==> src/rtl/id_ex_if.sv <==
// ID/EX stage bus: decode-side inputs and EX-side outputs of the ID/EX pipeline register.
// The stage uses the slave modport. The decode/driver side uses the master modport.
interface id_ex_if #(
  parameter int XLEN  = 64,
  parameter int PC_W  = 64,
  parameter int CNT_W = 16
);
  // Decode side
  logic             in_valid;
  logic [PC_W-1:0]  pc_in;
  logic [XLEN-1:0]  ReadData1;
  logic [XLEN-1:0]  ReadData2;
  logic [XLEN-1:0]  imm_in;
  logic [4:0]       RS1;
  logic [4:0]       RS2;
  logic [4:0]       RD;
  logic [3:0]       funct4;
  logic [7:0]       ctrl_in;
  logic             flush;
  // Writeback side (consumed only when the bypass is built in)
  logic             wb_regwrite;
  logic [4:0]       wb_rd;
  logic [XLEN-1:0]  wb_data;
  // EX side
  logic             stall_out;
  logic             ex_valid;
  logic [PC_W-1:0]  ex_pc;
  logic [XLEN-1:0]  ex_rs1_data;
  logic [XLEN-1:0]  ex_rs2_data;
  logic [XLEN-1:0]  ex_imm;
  logic [4:0]       ex_rs1;
  logic [4:0]       ex_rs2;
  logic [4:0]       ex_rd;
  logic [3:0]       ex_funct4;
  logic [7:0]       ex_ctrl;
  logic [CNT_W-1:0] stall_count;

  modport slave (
    input  in_valid, pc_in, ReadData1, ReadData2, imm_in, RS1, RS2, RD, funct4, ctrl_in,
           flush, wb_regwrite, wb_rd, wb_data,
    output stall_out, ex_valid, ex_pc, ex_rs1_data, ex_rs2_data, ex_imm, ex_rs1, ex_rs2,
           ex_rd, ex_funct4, ex_ctrl, stall_count
  );

  modport master (
    output in_valid, pc_in, ReadData1, ReadData2, imm_in, RS1, RS2, RD, funct4, ctrl_in,
           flush, wb_regwrite, wb_rd, wb_data,
    input  stall_out, ex_valid, ex_pc, ex_rs1_data, ex_rs2_data, ex_imm, ex_rs1, ex_rs2,
           ex_rd, ex_funct4, ex_ctrl, stall_count
  );
endinterface

==> src/rtl/id_ex_stage.sv <==
// ID/EX pipeline register for the 64-bit RISC-V core.
// Captures decoded operands/control, detects load-use hazards (same-cycle stall_out),
// inserts bubbles on flush / stall / empty decode slot, and counts load-use bubbles
// in a saturating counter.
// Optional feature: define WB_BYPASS_EN to forward a same-cycle writeback value into
// the captured rs1/rs2 operands.
module id_ex_stage #(
  parameter int XLEN  = 64,
  parameter int PC_W  = 64,
  parameter int CNT_W = 16
) (
  input logic    clk,
  input logic    reset,
  id_ex_if.slave bus
);

  // ctrl_in packing: {RegWrite, MemRead, MemWrite, MemtoReg, Branch, ALUSrc, ALUOp[1:0]}
  localparam int MEM_READ_BIT = 6;

  typedef struct packed {
    logic [PC_W-1:0] pc;
    logic [XLEN-1:0] rs1_data;
    logic [XLEN-1:0] rs2_data;
    logic [XLEN-1:0] imm;
    logic [4:0]      rs1;
    logic [4:0]      rs2;
    logic [4:0]      rd;
    logic [3:0]      funct4;
  } ex_data_t;

  logic             valid_q, valid_d;
  logic [7:0]       ctrl_q, ctrl_d;
  ex_data_t         data_q, data_d;
  logic [CNT_W-1:0] cnt_q, cnt_d;
  logic             stall;
  logic [XLEN-1:0]  op1, op2;

  // Load-use hazard: the load now in EX writes a register the decode instruction reads.
  assign stall = ~bus.flush & bus.in_valid & valid_q & ctrl_q[MEM_READ_BIT] &
                 (data_q.rd != 5'd0) &
                 ((data_q.rd == bus.RS1) | (data_q.rd == bus.RS2));

`ifdef WB_BYPASS_EN
  // Writeback forwarding covers a register written and read in the same cycle.
  always_comb begin
    op1 = bus.ReadData1;
    op2 = bus.ReadData2;
    if (bus.wb_regwrite && bus.wb_rd != 5'd0 && bus.wb_rd == bus.RS1) op1 = bus.wb_data;
    if (bus.wb_regwrite && bus.wb_rd != 5'd0 && bus.wb_rd == bus.RS2) op2 = bus.wb_data;
  end
`else
  assign op1 = bus.ReadData1;
  assign op2 = bus.ReadData2;
  logic unused_wb;
  assign unused_wb = ^{bus.wb_regwrite, bus.wb_rd, bus.wb_data};
`endif

  // Next-state selection: flush > load-use stall > empty slot > normal capture.
  always_comb begin
    // NOTE: every signal gets a default first so no path leaves it unassigned (no latch).
    valid_d = 1'b0;
    ctrl_d  = 8'd0;
    data_d  = data_q;
    cnt_d   = cnt_q;
    if (bus.flush) begin
      // Killed instruction: bubble, not counted.
    end else if (stall) begin
      if (cnt_q != {CNT_W{1'b1}}) cnt_d = cnt_q + 1'b1;
    end else if (bus.in_valid) begin
      valid_d         = 1'b1;
      ctrl_d          = bus.ctrl_in;
      data_d.pc       = bus.pc_in;
      data_d.rs1_data = op1;
      data_d.rs2_data = op2;
      data_d.imm      = bus.imm_in;
      data_d.rs1      = bus.RS1;
      data_d.rs2      = bus.RS2;
      data_d.rd       = bus.RD;
      data_d.funct4   = bus.funct4;
    end
  end

  // Pipeline register and stall counter, cleared asynchronously.
  always_ff @(posedge clk or negedge reset) begin
    if (!reset) begin
      valid_q <= 1'b0;
      ctrl_q  <= 8'd0;
      data_q  <= '0;
      cnt_q   <= '0;
    end else begin
      // NOTE: non-blocking assignments so every register samples pre-edge values.
      valid_q <= valid_d;
      ctrl_q  <= ctrl_d;
      data_q  <= data_d;
      cnt_q   <= cnt_d;
    end
  end

  // EX-side outputs straight from the registers.
  assign bus.stall_out   = stall;
  assign bus.ex_valid    = valid_q;
  assign bus.ex_ctrl     = ctrl_q;
  assign bus.ex_pc       = data_q.pc;
  assign bus.ex_rs1_data = data_q.rs1_data;
  assign bus.ex_rs2_data = data_q.rs2_data;
  assign bus.ex_imm      = data_q.imm;
  assign bus.ex_rs1      = data_q.rs1;
  assign bus.ex_rs2      = data_q.rs2;
  assign bus.ex_rd       = data_q.rd;
  assign bus.ex_funct4   = data_q.funct4;
  assign bus.stall_count = cnt_q;

endmodule

==> src/flat_wrapper.sv <==
// flat-port wrapper written by rule: the top's interface ports become plain ports
module id_ex_stage_flat 
#(
  parameter int XLEN  = 64,
  parameter int PC_W  = 64,
  parameter int CNT_W = 16
)
  (clk, reset, bus_in_valid, bus_pc_in, bus_ReadData1, bus_ReadData2, bus_imm_in, bus_RS1, bus_RS2, bus_RD, bus_funct4, bus_ctrl_in, bus_flush, bus_wb_regwrite, bus_wb_rd, bus_wb_data, bus_stall_out, bus_ex_valid, bus_ex_pc, bus_ex_rs1_data, bus_ex_rs2_data, bus_ex_imm, bus_ex_rs1, bus_ex_rs2, bus_ex_rd, bus_ex_funct4, bus_ex_ctrl, bus_stall_count);
  id_ex_if #(.XLEN(XLEN), .PC_W(PC_W), .CNT_W(CNT_W)) bus_i ();
  input logic clk;
  input logic reset;
  input wire logic [$bits(bus_i.in_valid)-1:0] bus_in_valid;
  input wire logic [$bits(bus_i.pc_in)-1:0] bus_pc_in;
  input wire logic [$bits(bus_i.ReadData1)-1:0] bus_ReadData1;
  input wire logic [$bits(bus_i.ReadData2)-1:0] bus_ReadData2;
  input wire logic [$bits(bus_i.imm_in)-1:0] bus_imm_in;
  input wire logic [$bits(bus_i.RS1)-1:0] bus_RS1;
  input wire logic [$bits(bus_i.RS2)-1:0] bus_RS2;
  input wire logic [$bits(bus_i.RD)-1:0] bus_RD;
  input wire logic [$bits(bus_i.funct4)-1:0] bus_funct4;
  input wire logic [$bits(bus_i.ctrl_in)-1:0] bus_ctrl_in;
  input wire logic [$bits(bus_i.flush)-1:0] bus_flush;
  input wire logic [$bits(bus_i.wb_regwrite)-1:0] bus_wb_regwrite;
  input wire logic [$bits(bus_i.wb_rd)-1:0] bus_wb_rd;
  input wire logic [$bits(bus_i.wb_data)-1:0] bus_wb_data;
  output wire logic [$bits(bus_i.stall_out)-1:0] bus_stall_out;
  output wire logic [$bits(bus_i.ex_valid)-1:0] bus_ex_valid;
  output wire logic [$bits(bus_i.ex_pc)-1:0] bus_ex_pc;
  output wire logic [$bits(bus_i.ex_rs1_data)-1:0] bus_ex_rs1_data;
  output wire logic [$bits(bus_i.ex_rs2_data)-1:0] bus_ex_rs2_data;
  output wire logic [$bits(bus_i.ex_imm)-1:0] bus_ex_imm;
  output wire logic [$bits(bus_i.ex_rs1)-1:0] bus_ex_rs1;
  output wire logic [$bits(bus_i.ex_rs2)-1:0] bus_ex_rs2;
  output wire logic [$bits(bus_i.ex_rd)-1:0] bus_ex_rd;
  output wire logic [$bits(bus_i.ex_funct4)-1:0] bus_ex_funct4;
  output wire logic [$bits(bus_i.ex_ctrl)-1:0] bus_ex_ctrl;
  output wire logic [$bits(bus_i.stall_count)-1:0] bus_stall_count;
  assign bus_i.in_valid = bus_in_valid;
  assign bus_i.pc_in = bus_pc_in;
  assign bus_i.ReadData1 = bus_ReadData1;
  assign bus_i.ReadData2 = bus_ReadData2;
  assign bus_i.imm_in = bus_imm_in;
  assign bus_i.RS1 = bus_RS1;
  assign bus_i.RS2 = bus_RS2;
  assign bus_i.RD = bus_RD;
  assign bus_i.funct4 = bus_funct4;
  assign bus_i.ctrl_in = bus_ctrl_in;
  assign bus_i.flush = bus_flush;
  assign bus_i.wb_regwrite = bus_wb_regwrite;
  assign bus_i.wb_rd = bus_wb_rd;
  assign bus_i.wb_data = bus_wb_data;
  assign bus_stall_out = bus_i.stall_out;
  assign bus_ex_valid = bus_i.ex_valid;
  assign bus_ex_pc = bus_i.ex_pc;
  assign bus_ex_rs1_data = bus_i.ex_rs1_data;
  assign bus_ex_rs2_data = bus_i.ex_rs2_data;
  assign bus_ex_imm = bus_i.ex_imm;
  assign bus_ex_rs1 = bus_i.ex_rs1;
  assign bus_ex_rs2 = bus_i.ex_rs2;
  assign bus_ex_rd = bus_i.ex_rd;
  assign bus_ex_funct4 = bus_i.ex_funct4;
  assign bus_ex_ctrl = bus_i.ex_ctrl;
  assign bus_stall_count = bus_i.stall_count;
  id_ex_stage #(.XLEN(XLEN), .PC_W(PC_W), .CNT_W(CNT_W)) u_core (.clk(clk), .reset(reset), .bus(bus_i));
endmodule
==> config.mk <==
export PLATFORM = sky130hd
export DESIGN_NAME = id_ex_stage_flat
export DESIGN_NICKNAME = d
export VERILOG_FILES = /design/src/rtl/id_ex_if.sv /design/src/rtl/id_ex_stage.sv /design/src/flat_wrapper.sv
export SDC_FILE = /design/constraint.sdc
export NUM_CORES = 1
export LEC_CHECK = 0
export BUFFER_PORTS_ARGS = -buffer_cell sky130_fd_sc_hd__buf_2
export CAP_MARGIN = 20
export CORE_AREA = 2 2 252 254
export CTS_CLUSTER_DIAMETER = 60
export DETAILED_ROUTE_END_ITERATION = 8
export DIE_AREA = 0 0 254 256
export GPL_TIMING_DRIVEN = 0
export PLACE_DENSITY_LB_ADDON = 0.05
export SYNTH_ARGS = -nofsm -noshare
export SYNTH_HDL_FRONTEND = slang
export SYNTH_SLANG_ARGS = --single-unit
==> constraint.sdc <==
create_clock -name clk -period 2.2 [get_ports clk]
set_clock_uncertainty 0.15 [all_clocks]
set_input_delay 0.11 -clock clk [delete_from_list [all_inputs] [get_ports clk]]
set_output_delay 0.11 -clock clk [all_outputs]
set_load 0.05 [all_outputs]
==> results of run 1 <==
==> through the flow <==
| step | instance area (sq um) | setup WS [ns] | util (%) | cells |
|---|---|---|---|---|
| after floorplan | 12600 | -0.278 | - | 693 |
| after global placement | 16600 | -6.58 | 26.6 | 2126 |
| after detailed placement | 16700 | -0.427 | 26.7 | 2129 |
| after CTS | 21400 | -0.372 | 34.3 | 2505 |
| after global routing | 21800 | -0.365 | 34.9 | 2522 |
| final | 21800 | -0.272 | 34.9 | 2522 |
==> state kept, by name, summed over array words and instances (netlist names) <==
register                flops
u_core.bus.ex_ctrl          8
u_core.bus.ex_funct4        4
u_core.bus.ex_imm          64
u_core.bus.ex_pc           64
u_core.bus.ex_rd            5
u_core.bus.ex_rs1           5
u_core.bus.ex_rs1_data     64
u_core.bus.ex_rs2           5
u_core.bus.ex_rs2_data     64
u_core.bus.ex_valid         1
u_core.bus.stall_count     16
==> worst reg2reg max path, cell delays in order (launching register included) <==
cell and delay [ns]:
sky130_fd_sc_hd__dfrtp_2 0.43, sky130_fd_sc_hd__or4_4 0.53, sky130_fd_sc_hd__o2111ai_4 0.20, sky130_fd_sc_hd__o21a_1 0.18, sky130_fd_sc_hd__buf_12 0.16, sky130_fd_sc_hd__buf_12 0.13, sky130_fd_sc_hd__buf_8 0.12, sky130_fd_sc_hd__clkbuf_16 0.15
sky130_fd_sc_hd__mux2_4 0.29
==> timing repair <==
action                                  4_1_cts  5_1_grt
hold buffers                                285        1
endpoints found under the setup margin      295      296
setup buffers                                13        6
hold endpoints to repair                    421       16
cloned                                        3       13
pin swaps                                     3        4
resized for setup                            49       19
==> power by group <==
| group | internal (mW) | switching (mW) | total [mW] |
|---|---|---|---|
| Clock | 4.55 | 2.70 | 7.26 |
| Combinational | 2.28 | 3.96 | 6.24 |
| Sequential | 6.28 | 0.407 | 6.69 |
==> cell usage after synthesis (3+ instances only) <==
cell type                 instances
sky130_fd_sc_hd__nand3_1          4
sky130_fd_sc_hd__xnor2_1          3
sky130_fd_sc_hd__mux2_1           3
sky130_fd_sc_hd__buf_6            6
sky130_fd_sc_hd__nor4_1           6
sky130_fd_sc_hd__inv_1            3
sky130_fd_sc_hd__mux2_4         200
sky130_fd_sc_hd__nor2_1           7
sky130_fd_sc_hd__xor2_1          22
sky130_fd_sc_hd__mux2_2          73
sky130_fd_sc_hd__nand2_1          5
sky130_fd_sc_hd__nor3_1          10
sky130_fd_sc_hd__dfrtp_1        300
sky130_fd_sc_hd__and2_1           8
sky130_fd_sc_hd__buf_4            3
sky130_fd_sc_hd__buf_12          22
sky130_fd_sc_hd__nand4_1          4
==> metal layers <==
layer | vias to the layer above | share of wire [%] | track usage, %
met4 | 0 | 2.3 | 3.94
met1 | 4629 | 39 | 15.2
met5 | - | 0 | 0
met2 | 299 | 51 | 23.1
met3 | 63 | 7.3 | 3.72
li1 | 4365 | - | -
==> worst max-delay path by stage <==
stage | slack, ns | to | start
after floorplan | -0.28 | u_core.bus.ex_imm[0] | u_core.bus.ex_rd[1]
after global placement | -6.58 | u_core.bus.ex_rd[2] | reset
after detailed placement | -0.43 | u_core.bus.ex_rs1_data[53] | u_core.bus.ex_rd[1]
after CTS | -0.37 | u_core.bus.ex_rs1_data[56] | u_core.bus.ex_rd[0]
after global routing | -0.36 | u_core.bus.ex_imm[49] | u_core.bus.ex_rd[0]
final | -0.27 | u_core.bus.ex_rs2[0] | u_core.bus.ex_rd[0]
==> layout make-up <==
cell class | count | area share, %
flip-flops and latches | 300 | 34.5
repair buffers | 909 | 29.8
multi-input cells | 356 | 21.2
clock buffers | 60 | 5.75
well taps | 846 | 4.86
plain buffers | 32 | 2.85
clock inverters | 16 | 1.02
inverters | 3 | 0.0517
==> cell families after synthesis <==
| logic type | Yosys count | share of synthesized area [%] |
|---|---|---|
| flip-flops | 300 | 60.1 |
| multiplexers | 276 | 30.9 |
| AND/OR/NAND/NOR | 49 | 2.14 |
| buffers and inverters | 37 | 4.53 |
| XOR/XNOR | 25 | 1.75 |
| AO/OA/AOI/OAI | 5 | 0.471 |
| adder cells (fa/ha/maj) | 1 | 0.100 |
==> results by stage, run 1 <==
Finish:
- The net count of the finished layout is 2005.
- The top cell types in the final layout, fill and taps aside, are 585 x sky130_fd_sc_hd__buf_2, 295 x sky130_fd_sc_hd__dfrtp_1, 286 x sky130_fd_sc_hd__dlygate4sd3_1.
- The sequential cells in the finished layout cover a total of 7510 sq um.
- The area occupied by multi-input gates is 4620 sq um.
- The fraction of layout instances using a drive strength above 1 is 60.3%.
- Fill cells in the final layout number 6316.
- From synthesis to final layout, the design area changed by 74.5%.
- Leaving out fill and tap cells, the most frequent cell in the layout is sky130_fd_sc_hd__buf_2.
- The number of inserted diodes is 0.

Synthesis:
- The flip-flop and latch count after synthesis is 300.
- Dividing the synthesized area by the synthesized cell count gives 18.0 sq um.
- The net count after synthesis is 1051.
- The post-synthesis sequential area ratio is 60.1%.
- In this run, synthesis inferred 0 flip-flops with an integrated enable.
- The synthesized design devotes to its leading area cell type 60.1% of total area.
- In the synthesized netlist the dominant register cell turns out to be sky130_fd_sc_hd__dfrtp_1.
- The distinct cell type count after synthesis is 31.
- Yosys printed 0 warnings.
- The post-synthesis instance area is 12500 sq um.
- The cell count after synthesis came out at 693.
- The async set-reset flop share out of synthesis is 100%.
- The cell accounting for the most synthesized area is sky130_fd_sc_hd__dfrtp_1.
- In the post-synthesis netlist, the biggest area contributors are sky130_fd_sc_hd__dfrtp_1 60%, sky130_fd_sc_hd__mux2_4 24%, sky130_fd_sc_hd__mux2_2 6.6%.

Clock network:
- The sink count of the clock tree is 300.
- The maximum level of the CTS H-tree is 2.
- The later pin in the worst-skew pair is clocked with a latency of 0.55 ns.
- The root buffer selected by CTS is sky130_fd_sc_hd__clkbuf_16.
- In this run, CTS created clock tree buffers numbering 45.
- No sink is reached through more buffers than the 3 on the longest clock path.
- After clock tree synthesis, the clock-pin slew on the worst setup and hold paths is 0.06 ns.
- The clock tree from TritonCTS is built.

Global route:
- Entering global routing, the biggest net connects 101 pins.
- The initial antenna violation count is 0.
- The wire length of the first global-routing pass is 65.1 mm.
- Global routing consumed, over all layers together, 13.1% of the routing resources.
- The via count of the first global-routing pass is 10200.
- The global route total overflow is 0.

Worst setup path:
- The kind of critical path is reg2reg.
- Among cell families on the critical path, the largest total delay comes from buffers and inverters.
- The worst path arrival time is 2.75 ns.
- For this design, the slowest cell found on the critical path is sky130_fd_sc_hd__or4_4.
- The critical-path maximum fanout is 6.
- The endpoint identified for the worst register-to-register timing path is u_core.bus.ex_rs2[0].
- The worst register-to-register path has a depth of 8.
- STA classifies the critical path startpoint as a flip-flop.
- The stage delay of the slowest cell on the critical path is 0.53 ns.
- The register-to-register setup slack is -0.27 ns.
- The combined buffer and inverter count along the critical path is 4.
- At the worst endpoint, the required time is 2.48 ns.
- The worst setup path is captured at a flip-flop.
- Walking the worst path, the cells encountered are or4_4 > o2111ai_4 > o21a_1 > buf_12 > buf_12 > buf_8 > clkbuf_16 > mux2_4.
- The launch instance of the worst register-to-register path is u_core.bus.ex_rd[0].
- The most common cell type on the critical path is sky130_fd_sc_hd__buf_12.
- The critical path depth is 8.

Floorplan:
- The total core area is 62400 sq um.
- The floorplan die width is 254 um.
- The starting density of the core is 20.0%.
- The die extent in y is 256 um.
- The row count is 92.
- The overall die area is 65000 sq um.
- 658 I/O pins were placed.

Route:
- The number of vias per cell after detailed routing is 3.71.
- Summed over all layers, the routed wires come to 44.5 mm.
- In the routed design, unresolved DRC markers number 0.
- For this run, the detailed router's first-pass iteration total came to 4.
- Dividing the detail-routed wire length by the instance count gives 17.6 um.
- The vias after detailed routing is 9356.
- The count of nets left with antenna violations once routing finished came out at 0.
- After the first detailed-routing iteration, the DRC count stood at 307.

Timing:
- The final clock period utilization by the worst path is 112%.
- Setup repair after global routing could not meet its margin everywhere.
- The smallest clock period supported by the final layout is computed as 2.47 ns.
- The tightest hold path in the finished design has a slack of -0.0677 ns.
- The final worst slack is -0.272 ns.
- The achievable clock frequency is 404 MHz.
- For the final routed database, the setup TNS stands at -62.68 ns.
- The slew of the pin with the lowest slew margin is 0.790 ns.
- The final max-slew violation count is 0.
- Setup violations remaining at the end of the flow were counted as 284.
- The final hold violation count was 50.
- The worst pin sits at a relative slew slack of 47.2%.

Power:
- Summed over all cells, the static leakage comes to 10.7 nW.
- The power density relative to cell area is 926 nW/um^2.
- The maximum ir drop on the vdd rail is 0.000569 V.
- Total power for the finished layout comes to 20.2 mW.

Outcome:
- The run finished, with violations left.
- The final reports fail on negative hold slack, negative setup slack.

Placement:
- The half-perimeter wire length of the detailed placement result is 31.8 mm.
- Buffers placed on the I/O ports in this run total 587.
- The weighted congestion reported at the end of routability-driven placement is 0.738.

Flow run:
- The count of maximum capacitance violations is 0.

Worst hold path:
- The path class of the lowest-slack min-delay path is in2async.
No activity file was read; power rests on OpenSTA's default activity.
==> run 2: changes to the inputs <==
TNS_END_PERCENT = 1   (was not set)
==> run 2 against run 1 <==
Against the previous run: the run still ends with negative hold slack, negative setup slack left; register-to-register slack worse by 0.07 ns; cell area is 1.1% lower; wire length rose by 0.96%; combinational power barely moved; largest power group unchanged; setup slack worse by 0.072 ns; via count rose by 0.13%; hold slack improved by 0.023 ns; clock power is 3% lower; count of clock-buffer cells in the layout rose by 2; sequential power is essentially flat; critical path depth fell by 1.
==> results by stage, run 2 (synthesis results as in run 1) <==
Timing:
- Setup repair after global routing could not meet its margin everywhere.
- The time the final worst path needs with I/O delays and setup is 2.54 ns.
- The achievable clock frequency is 393 MHz.
- Setup violations remaining at the end of the flow were counted as 285.
- The final max-slew violation count came to 0.
- On the final layout, the worst hold slack is -0.0445 ns.
- The worst-case headroom to the max-slew limit is 55.4%.
- The final hold violation count was 29.
- The final clock period utilization by the worst path is 116%.
- In the final timing run, aggregate negative setup slack is -89.74 ns.
- At the pin with the least slew margin, the transition time is 0.669 ns.
- Once routing completed, OpenROAD measured the worst setup slack at -0.345 ns.

Placement:
- The worst slack at placement is -0.458 ns.
- The weighted congestion reported at the end of routability-driven placement is 0.746.
- The post-placement cell area is 16600 sq um.
- The number of cells in the design after placement is 2128.
- The HPWL after detailed placement is 31.6 mm.
- The count of buffers inserted at the top-level ports is 587.

Worst hold path:
- The path class of the lowest-slack min-delay path is in2async.

Floorplan:
- The row count is 92.
- The total core area is 62400 sq um.
- The die extent in y is 256 um.
- The die covers 65000 sq um.
- For this configuration, the core starts out at a cell density of 20.0%.
- The floorplan step set the die width to 254 um.
- 658 I/O pins were placed.

Flow run:
- The tool flagged a number of max-cap violations equal to 0.

Worst setup path:
- The worst path arrival time is 2.82 ns.
- The worst setup path is launched from a flip-flop.
- The most common cell type on the critical path is sky130_fd_sc_hd__buf_12.
- For this design, the slowest cell found on the critical path is sky130_fd_sc_hd__or4_4.
- The stage delay of the slowest cell on the critical path is 0.59 ns.
- Along the worst path, the maximum fanout reaches 10.
- The critical path goes through or4_4 > o2111ai_4 > o21a_4 > buf_12 > buf_16 > buf_12 > mux2_4.
- The sort of element at the end of the critical path is a flip-flop.
- The critical path in this run is classified as reg2reg.
- For the worst setup path, the data required time is 2.48 ns.

Finish:
- The number of antenna diodes in the final layout is 0.
- The share of the core filled with cells in the final layout is 34.6%.
- The top cell types in the final layout, fill and taps aside, are 585 x sky130_fd_sc_hd__buf_2, 296 x sky130_fd_sc_hd__dfrtp_1, 286 x sky130_fd_sc_hd__dlygate4sd3_1.
- The finished layout holds 2507 standard cells, fillers aside.
- The fraction of layout instances using a drive strength above 1 is 59.9%.
- The summed area of non-filler cells in the final layout is 21600 sq um.
- The area growth from synthesis to layout is 72.6%.
- The leading cell type in the layout, fill and taps excluded is sky130_fd_sc_hd__buf_2.
- The storage element area is 7510 sq um.
- In the final layout, the multi-input gates occupy 4690 sq um.
- In the final design database the tool counted 1989 nets.
- After filler insertion, the fill cell instance count of the layout stands at 6303.

Route:
- The vias after detailed routing is 9368.
- The pre-antenna-repair detailed-routing pass consisted of 4 iterations.
- For this block, the initial DRC count from the detailed router was 223.
- The number of vias per cell after detailed routing is 3.74.
- Summed over all layers, the routed wires come to 44.9 mm.
- The detail-routed net length per standard cell is 17.9 um.
- The DRC violation count after routing is 0.
- The residual antenna-violating net count after detailed routing is 0.

Outcome:
- The checks that failed: negative hold slack, negative setup slack.
- The run finished, with violations left.

Global route:
- For this run, the total global-route usage over all layers was measured as 13.3%.
- The initial antenna violation count is 1.
- The via count of the first global-routing pass is 10300.
- The global route total overflow is 0.
- The first global-routing pass estimated 65.3 mm of wire.
- Entering global routing, the biggest net connects 105 pins.

Clock network:
- The sink count of the clock tree is 300.
- The number of buffers created by CTS is 43.
- For the worst-skew pair, the clock arrives at the later sink with an insertion delay of 0.55 ns.
- The buffer depth of the longest clock path is 3.
- In this run the clock root is driven by a sky130_fd_sc_hd__clkbuf_16.
- TritonCTS built the clock tree.
- In this run the number of H-tree levels came out at 2.
- After clock tree synthesis, the clock-pin slew on the worst setup and hold paths is 0.05 ns.

Power:
- The total chip power is 20.0 mW.
- The static leakage is 10.6 nW.
- In this run the power density over the cells is 927 nW/um^2.
- The maximum ir drop on the vdd rail is 0.000494 V.
-- run 2: worst max-delay path: cells and delay by family (launching register included) --
kind / cells / cell delay, ns
DFF: 1 / 0.43
muxes: 1 / 0.30
AOI/OAI and AO/OA: 2 / 0.47
buffers and inverters: 3 / 0.46
and+or+nand+nor: 1 / 0.59
-- run 2: cell type report --
type / count / share of cell area, %
clock buffers: 62 / 5.94
flip-flops and latches: 300 / 34.8
clock inverters: 13 / 0.720
multi-input cells: 356 / 21.7
repair buffers: 893 / 28.8
plain buffers: 34 / 3.05
inverters: 3 / 0.0522
well taps: 846 / 4.91
-- run 2: worst paths after layout --
check,start,end,slack (ns),cells past startpoint
setup / recovery,u_core.bus.ex_rd[0],u_core.bus.ex_rs1_data[31],-0.34,7
hold / removal,reset,u_core.bus.ex_rs1_data[31],-0.04,2
setup reg to reg,u_core.bus.ex_rd[0],u_core.bus.ex_rs1_data[31],-0.34,7
hold reg to reg,u_core.bus.ex_pc[0],u_core.bus.ex_pc[0],0.35,1
max in group asynchronous,reset,u_core.bus.ex_rd[0],0.38,4
min in group clk,bus_ctrl_in[4],u_core.bus.ex_ctrl[4],0.16,3
-- run 2: what timing repair did --
| item | in CTS | in global routing |
|---|---|---|
| hold endpoints to repair | 382 | 5 |
| hold buffers | 285 | 1 |
| gates resized for setup | 82 | 22 |
| setup buffers | 9 | 0 |
| gates cloned | 1 | 8 |
| pin swaps | 4 | 3 |
| setup endpoints to repair | 296 | 302 |
-- run 2: where the power goes --
part	internal (mW)	total (mW)	switching [mW]
combinational	2.27	6.23	3.96
sequential	6.28	6.69	0.405
clock	4.37	7.06	2.69
total	12.9	20.0	7.06
-- run 2: routing by layer --
layer,routed length [um],vias to the layer above,track usage (%)
met5,12,-,0
met4,972,2,3.92
met3,3840,60,4.86
met2,22300,337,22.5
met1,17800,4644,15.5
li1,-,4325,-
